--- config.mk ---
export PLATFORM = sky130hd
export DESIGN_NAME = mem_bus_arbiter
export DESIGN_NICKNAME = d
export VERILOG_FILES = /design/src/rtl/mem_bus_arbiter.sv
export SDC_FILE = /design/constraint.sdc
export NUM_CORES = 1
export LEC_CHECK = 0
export ABC_AREA = 1
export CAP_MARGIN = 20
export CELL_PAD_IN_SITES_DETAIL_PLACEMENT = 1
export CELL_PAD_IN_SITES_GLOBAL_PLACEMENT = 2
export CORE_UTILIZATION = 10
export DETAILED_ROUTE_END_ITERATION = 8
export PLACE_DENSITY_LB_ADDON = 0.2
export SYNTH_ARGS = -nofsm -noshare
export SYNTH_HDL_FRONTEND = slang
export SYNTH_SLANG_ARGS = --single-unit
--- constraint.sdc ---
create_clock -name CLK -period 1.7 [get_ports CLK]
set_clock_uncertainty 0.15 [all_clocks]
set_input_delay 0.425 -clock CLK [delete_from_list [all_inputs] [get_ports CLK]]
set_output_delay 0.425 -clock CLK [all_outputs]
set_load 0.05 [all_outputs]
--- src/rtl/mem_bus_arbiter.sv ---
// mem_bus_arbiter: memory-side responder for the per-CPU icache/dcache request
// interface. Grants one requester at a time onto a single-ported RAM. Data
// requests beat instruction requests, and each class is scanned round-robin.
// The RAM is driven straight from the granted requester's live inputs. Its wait
// bit is released combinationally in the cycle the RAM reports ACCESS.
module mem_bus_arbiter #(
    parameter int CPUS   = 2,
    parameter int WORD_W = 32
) (
    input  logic                     CLK,
    input  logic                     nRST,
    input  logic [CPUS-1:0]          iREN,
    input  logic [CPUS*WORD_W-1:0]   iaddr,
    input  logic [CPUS-1:0]          dREN,
    input  logic [CPUS-1:0]          dWEN,
    input  logic [CPUS*WORD_W-1:0]   daddr,
    input  logic [CPUS*WORD_W-1:0]   dstore,
    output logic [CPUS-1:0]          iwait,
    output logic [CPUS-1:0]          dwait,
    output logic [CPUS*WORD_W-1:0]   iload,
    output logic [CPUS*WORD_W-1:0]   dload,
    output logic                     ramREN,
    output logic                     ramWEN,
    output logic [WORD_W-1:0]        ramaddr,
    output logic [WORD_W-1:0]        ramstore,
    input  logic [WORD_W-1:0]        ramload,
    input  logic [1:0]               ramstate,
    output logic                     ram_err
);

    localparam int PW = (CPUS > 1) ? $clog2(CPUS) : 1;

    localparam logic [1:0] RAM_ACCESS = 2'd2;
    localparam logic [1:0] RAM_ERROR  = 2'd3;

    typedef enum logic {
        IDLE  = 1'b0,
        SERVE = 1'b1
    } state_t;

    state_t        state_reg, state_next;
    logic [PW-1:0] rr_ptr_reg, rr_ptr_next;
    logic [PW-1:0] grant_reg, grant_next;
    logic          grant_data_reg, grant_data_next;

    // Per-CPU views of the flattened buses
    logic [CPUS-1:0]   dreq;
    logic [WORD_W-1:0] iaddr_w  [CPUS];
    logic [WORD_W-1:0] daddr_w  [CPUS];
    logic [WORD_W-1:0] dstore_w [CPUS];

    // Arbitration results
    logic          d_found, i_found;
    logic [PW-1:0] d_pick, i_pick;
    logic [PW-1:0] scan_idx;
    logic          grant_active;

    genvar gi;
    generate
        for (gi = 0; gi < CPUS; gi++) begin : g_cpu
            assign dreq[gi]     = dREN[gi] | dWEN[gi];
            assign iaddr_w[gi]  = iaddr[gi*WORD_W +: WORD_W];
            assign daddr_w[gi]  = daddr[gi*WORD_W +: WORD_W];
            assign dstore_w[gi] = dstore[gi*WORD_W +: WORD_W];
            // Load buses simply mirror the RAM; wait bits qualify them
            assign iload[gi*WORD_W +: WORD_W] = ramload;
            assign dload[gi*WORD_W +: WORD_W] = ramload;
        end
    endgenerate

    // Round-robin scan of both request classes, starting at rr_ptr
    always_comb begin
        d_found  = 1'b0;
        i_found  = 1'b0;
        d_pick   = '0;
        i_pick   = '0;
        scan_idx = '0;
        for (int k = 0; k < CPUS; k++) begin
            scan_idx = PW'((int'(rr_ptr_reg) + k) % CPUS);
            if (!d_found && dreq[scan_idx]) begin
                d_found = 1'b1;
                d_pick  = scan_idx;
            end
            if (!i_found && iREN[scan_idx]) begin
                i_found = 1'b1;
                i_pick  = scan_idx;
            end
        end
    end

    // Next-state logic and RAM/wait outputs driven from the current grant
    always_comb begin
        state_next      = state_reg;
        rr_ptr_next     = rr_ptr_reg;
        grant_next      = grant_reg;
        grant_data_next = grant_data_reg;
        iwait           = '1;
        dwait           = '1;
        ramREN          = 1'b0;
        ramWEN          = 1'b0;
        ramaddr         = '0;
        ramstore        = '0;
        ram_err         = 1'b0;
        grant_active    = 1'b0;

        case (state_reg)
            IDLE: begin
                if (d_found) begin
                    grant_next      = d_pick;
                    grant_data_next = 1'b1;
                    state_next      = SERVE;
                end else if (i_found) begin
                    grant_next      = i_pick;
                    grant_data_next = 1'b0;
                    state_next      = SERVE;
                end
            end

            SERVE: begin
                if (grant_data_reg) begin
                    // Read+write together on one port is served as a write
                    grant_active = dreq[grant_reg];
                    ramWEN       = dWEN[grant_reg];
                    ramREN       = dREN[grant_reg] & ~dWEN[grant_reg];
                    ramaddr      = daddr_w[grant_reg];
                    ramstore     = dstore_w[grant_reg];
                end else begin
                    grant_active = iREN[grant_reg];
                    ramREN       = iREN[grant_reg];
                    ramaddr      = iaddr_w[grant_reg];
                end

                if (!grant_active) begin
                    // Requester withdrew: abandon without a wait pulse
                    state_next = IDLE;
                end else if (ramstate == RAM_ACCESS) begin
                    if (grant_data_reg) begin
                        dwait[grant_reg] = 1'b0;
                    end else begin
                        iwait[grant_reg] = 1'b0;
                    end
                    state_next  = IDLE;
                    rr_ptr_next = (grant_reg == PW'(CPUS - 1)) ? '0 : grant_reg + 1'b1;
                end else if (ramstate == RAM_ERROR) begin
                    // RAM retries on its own; just flag it for this cycle
                    ram_err = 1'b1;
                end
            end

            default: begin
                state_next = IDLE;
            end
        endcase
    end

    // State, round-robin pointer and grant registers
    always_ff @(posedge CLK or negedge nRST) begin
        if (!nRST) begin
            state_reg      <= IDLE;
            rr_ptr_reg     <= '0;
            grant_reg      <= '0;
            grant_data_reg <= 1'b0;
        end else begin
            state_reg      <= state_next;
            rr_ptr_reg     <= rr_ptr_next;
            grant_reg      <= grant_next;
            grant_data_reg <= grant_data_next;
        end
    end

endmodule

# Word level (Yosys, flattened, before mapping)
# Cells that the tools add are included.
# W data, S select, Z words.
word_totals:
  ff_bits: 4
  input_bits: 234
classes:
  addsub: 2
  magnitude_cmp: 5
  eq_ne: 2
  n_mux: 67
  bitwise_logic: 7
  n_reduce_logical: 8
ops:
  columns: ["op", "count"]
  rows:
  - ["$mux W32", 13]
  - ["$mux W1", 44]
  - ["$mux W2", 8]
  - ["$lt A1 B2 Y1 const B", 3]
  - ["$eq A2 B2 Y1 const B", 2]
  - ["$logic_and A1 B1 Y1", 3]
  - ["$reduce_and A3 Y1", 1]
  - ["$add A1 B1 Y1 const B", 2]
  - ["$ge A2 B2 Y1 const B", 1]
  - ["$logic_not A1 Y1", 2]
  - ["$not A1 Y1", 2]
  - ["$not A1 Y2", 1]
  - ["$not A2 Y2", 1]
  - ["$or A1 B1 Y1", 2]
  - ["$pmux W1 S2", 1]
  - ["$reduce_and A2 Y1", 1]
  - ["$reduce_bool A2 Y1", 1]
  - ["$and A1 B1 Y1", 1]
  - ["$demux W1 S1", 1]
  - ["$ge A1 B1 Y1 const B", 1]

# Depth between registers and ports, before layout
depth:
  depth_word: 9
  ltp_mapped: 9
  ltp_nobuf: 8

# Worst setup path before layout
# OpenSTA, ideal clock, no wires.
synth_timing:
  path_type: "flip-flop to output port"
  start: "register grant_reg"
  end: "output ramWEN"
  arrival_time_ns: 1.753
  required_ns: 1.125
  setup_slack_ns: -0.628
  stages_incl_launch_ff: 5
  n_path_buf: 1
  cell_sequence: "dfrtp_1 buf_2 nand2_1 o21ai_0 nor3_1"
synth_between:
  elab_chain_len: 4
synth_lines:
  columns: ["element", "line", "text"]
  rows:
  - ["start, declared", "43", "logic [PW-1:0] grant_reg, grant_next;"]
  - ["start signal, assigned", "166", "grant_reg <= grant_next;"]
  - ["$mux W1 (implied by the code) (2 in a row)", "123", "ramWEN = dWEN[grant_reg];"]
  - ["$mux W1", "120", "if (grant_data_reg) begin"]
  - ["$mux W1", "106", "case (state_reg)"]
  - ["end, declared", "23", "output logic ramWEN,"]
# Every way passes these cells. The select of a mux whose other input is x is not followed.

# Worst setup path in the final report
layout_timing:
  start: "register grant_reg"
  end: "output ramaddr[6]"
layout_between:
  elab_chain_len: 6
  word_cells_on_any_way: 9
  classes_between: "8 x mux; 1 x bitwise"
layout_lines:
  columns: ["element", "line", "text"]
  rows:
  - ["$not A1 Y2 (implied by the code) (*)", "125, 130", null]
  - ["$mux W32, on equally long branches (3 in a row)", "130, 125", null]
  - ["$mux W32 (*)", "120", null]
  - ["$mux W32 (*)", "106", null]
  - ["end, declared", "24", "output logic [WORD_W-1:0] ramaddr,"]
# Every way passes the cells marked *; elsewhere a longest branch is shown, timed or not. The select of a mux whose other input is x is not followed.

==> reports/results.ini <==
[detailed_routing]
drt_iter0_drc = 74
num_vias = 3958
detail-route-antenna-nets = 0
drcViolationCount = 0
drt_wl_total_um = 19100
dr.pass1.iters = 4
vias_per_cell = 3.68
routedWlPerCell_um = 17.8

[logic_synthesis]
avgSynthCellArea_sq_um = 5.39
synth_area_leaders = buf_4, nand2_1, nand4_1
yosysUniqueCellTypes = 16
synth.top_cell.area_share_pct = 35.9
yosysTopAreaCell = buf_4
synth_area_sq_um = 2780
syn-num-nets = 750
yosys_warnings = 0
synth_sequential_area_ratio_pct = 3.60
ys_seq_elements = 4
synthCells = 516

[die]
rows = 60
core_sq_um = 27100
io_pins = 433
floorplan.initialDensity_pct = 10.3
die_w_um = 169
die_h_um = 169
die_area_sq_um = 28500

[power_and_ir_drop]
p_total_mw = 15.5
intPower_mw = 7.71
swShare_pct = 50.1
ir_drop_mv = 0.525
p_sw_mw = 7.74
combPwrFrac_pct = 96.3
p_clk_share_pct = 2.5
pwr_density_cell_nw_per_um2 = 2050
power_frac_seq_pct = 1.3
leakagePower_nw = 2.99

[cts]
cts_buffers = 3
cts_tree = built
clockBufferDepth = 2
hold_buffers = 0
ctsHtreeMaxLevel = 1
clk_pin_slew_ns = 0.03
cts_sinks = 4
root_buffer = clkbuf_16
clock_latency_ns = 0.23

[worst_setup_path]
crit_slowest_cell = dfrtp_2
rr_worst_depth = 13
worstPathArrival_ns = 1.73
critPathMostFrequentCell = buf_12
cp_data_required_time_ns = 1.12
regToRegStartpoint = grant_reg
cp_top_family = buffers and inverters
path_class = reg2out
cp_slowest_stage_delay_ns = 0.42
cp_max_fo = 5
start_kind = flop
path_cells = buf_6 -> nor2_4 -> buf_8 -> buf_12 -> buf_12 -> nand2_2 -> nand4_1 -> and2_4 -> buf_12
rrSetupSlack_ns = -0.12
end_kind = primary output
worst-path-buf-inv = 5
r2r-end = rr_ptr_reg

[sta]
setup_viol = 72
period_share_pct = 136
period_needed_ns = 2.31
tightest_slew_ns = 0.275
max_slew_margin_pct = 81.6
final_max_slew_viol_count = 0
finalHoldViolCount = 0
fmax_ghz = 0.433
rsz0062_at_grt = true
setup_slack_ns = -0.608
timing.hold.ws_ns = 0.285

[global_routing]
grt_first_pass_wirelength_um = 27800
grt_usage_pct = 12.9
grt_pass1_vias = 4538
gr-total-overflow = 0
grt_max_degree = 27
antenna_found_initial = 0

[final_layout]
final_util_pct = 27.8
antennaDiodeCount = 0
drive_above_1_share_pct = 42.8
finalInstanceArea_sq_um = 7540
area_growth_pct = 171
fin_cells = 1077
final_nets = 940

[run_status]
status = finished, violations left
violations = negative setup slack

[placed_design]
dpl.hpwl_um = 14900
dpl-instance-area_sq_um = 6510
port_buffers = 272
gp_congestion = 0.824
place_inst = 1037

[hold_path]
hold_path_class = in2async

[flow_run]
maxCapViolations = 0

cell families after synthesis:
logic type	count (synthesis)	share of synthesized area (%)
AOI/OAI and AO/OA	41	7.38
buffers and inverters	172	42.1
DFF	4	3.60
and+or+nand+nor	299	46.9
cells in the mapped netlist:
cell type and n:
inv_1 15, nand2_1 216, buf_6 1, and2_1 32, buf_2 14, a21oi_1 34
o21ai_0 7, nand4_1 35, nor3_1 1, nor2_1 7, nor2_2 2, buf_4 133
nand3_1 6, dfrtp_1 4, clkinv_1 1, clkbuf_1 8
what timing repair did:
item	CTS	global route
pin swaps	44	15
buffers inserted	25	8
endpoints found under the setup margin	72	73
hold endpoints to repair	0	0
cloned	10	1
resized for setup	113	36
worst max-delay path by stage:
stage / startpoint / endpoint / cells past startpoint
final: grant_reg / ramaddr[6] / 9
after global routing: grant_reg / ramaddr[21] / 9
after CTS: grant_reg / ramaddr[29] / 9
after detailed placement: dREN[1] / iwait[0] / 7
after global placement: dREN[1] / dwait[0] / 7
after floorplan: grant_data_reg / iwait[0] / 7
per-layer routing:
metal	GRT usage (%)	vias up	wire length [um]
li1	-	1876	-
met1	13.8	1830	7210
met2	25.9	246	10400
met3	3.02	6	1410
met4	1.42	0	89
met5	0	-	0
power groups by stage:
stage	logic, mW	clock network (mW)	registers, mW
after global routing	15.6	0.401	0.210
after detailed placement	12.8	0	0.203
after floorplan	7.57	0	0.179
final	14.9	0.380	0.198
after global placement	12.7	0	0.201
after CTS	15.1	0.386	0.194
layout make-up:
cell class                      instances  area, sq um
Fill cell                            3104        19600
Tap cell                              372          465
Sequential cell                         4          103
Clock buffer                            4         78.8
Multi-Input combinational cell        340         2390
Inverter                               16         70.1
Timing Repair Buffer                  341         4430
worst register-to-register path, stage by stage (launching register included):
cell and delay [ns]:
dfrtp_2 0.42, buf_6 0.13, nor2_4 0.13, buf_4 0.13, buf_6 0.08, nand2_2 0.06, nand2_2 0.08, nor2_4 0.05
buf_6 0.11, buf_4 0.11, buf_4 0.12, nand3_1 0.06, nand2_1 0.06, nand2_1 0.06
layout by cell type (no fill, tap or decap):
cell type	count
a21oi_1	1
a21oi_2	1
a21oi_4	32
and2_4	32
buf_12	88
buf_16	7
buf_4	23
buf_6	17
buf_8	3
bufbuf_16	1
clkbuf_1	1
clkbuf_16	4
clkdlybuf4s50_1	198
dfrtp_1	2
dfrtp_2	2
dlygate4sd2_1	3
inv_1	7
inv_2	5
inv_4	4
nand2_1	145
nand2_2	39
nand2_4	31
nand2_8	1
nand3_1	2
nand3_2	1
nand3_4	3
nand4_1	35
nor2_1	3
nor2_4	6
nor3_2	1
o21ai_0	5
o21ai_1	1
o21ai_2	1
stage by stage:
step | setup TNS [ns] | setup WS (ns)
floorplan | -12.49 | -0.297
global placement | -25.31 | -0.600
detailed placement | -28.23 | -0.648
CTS | -39.71 | -0.620
global route | -44.94 | -0.692
finish | -38.98 | -0.608
Power figures use the tool's default switching activity.
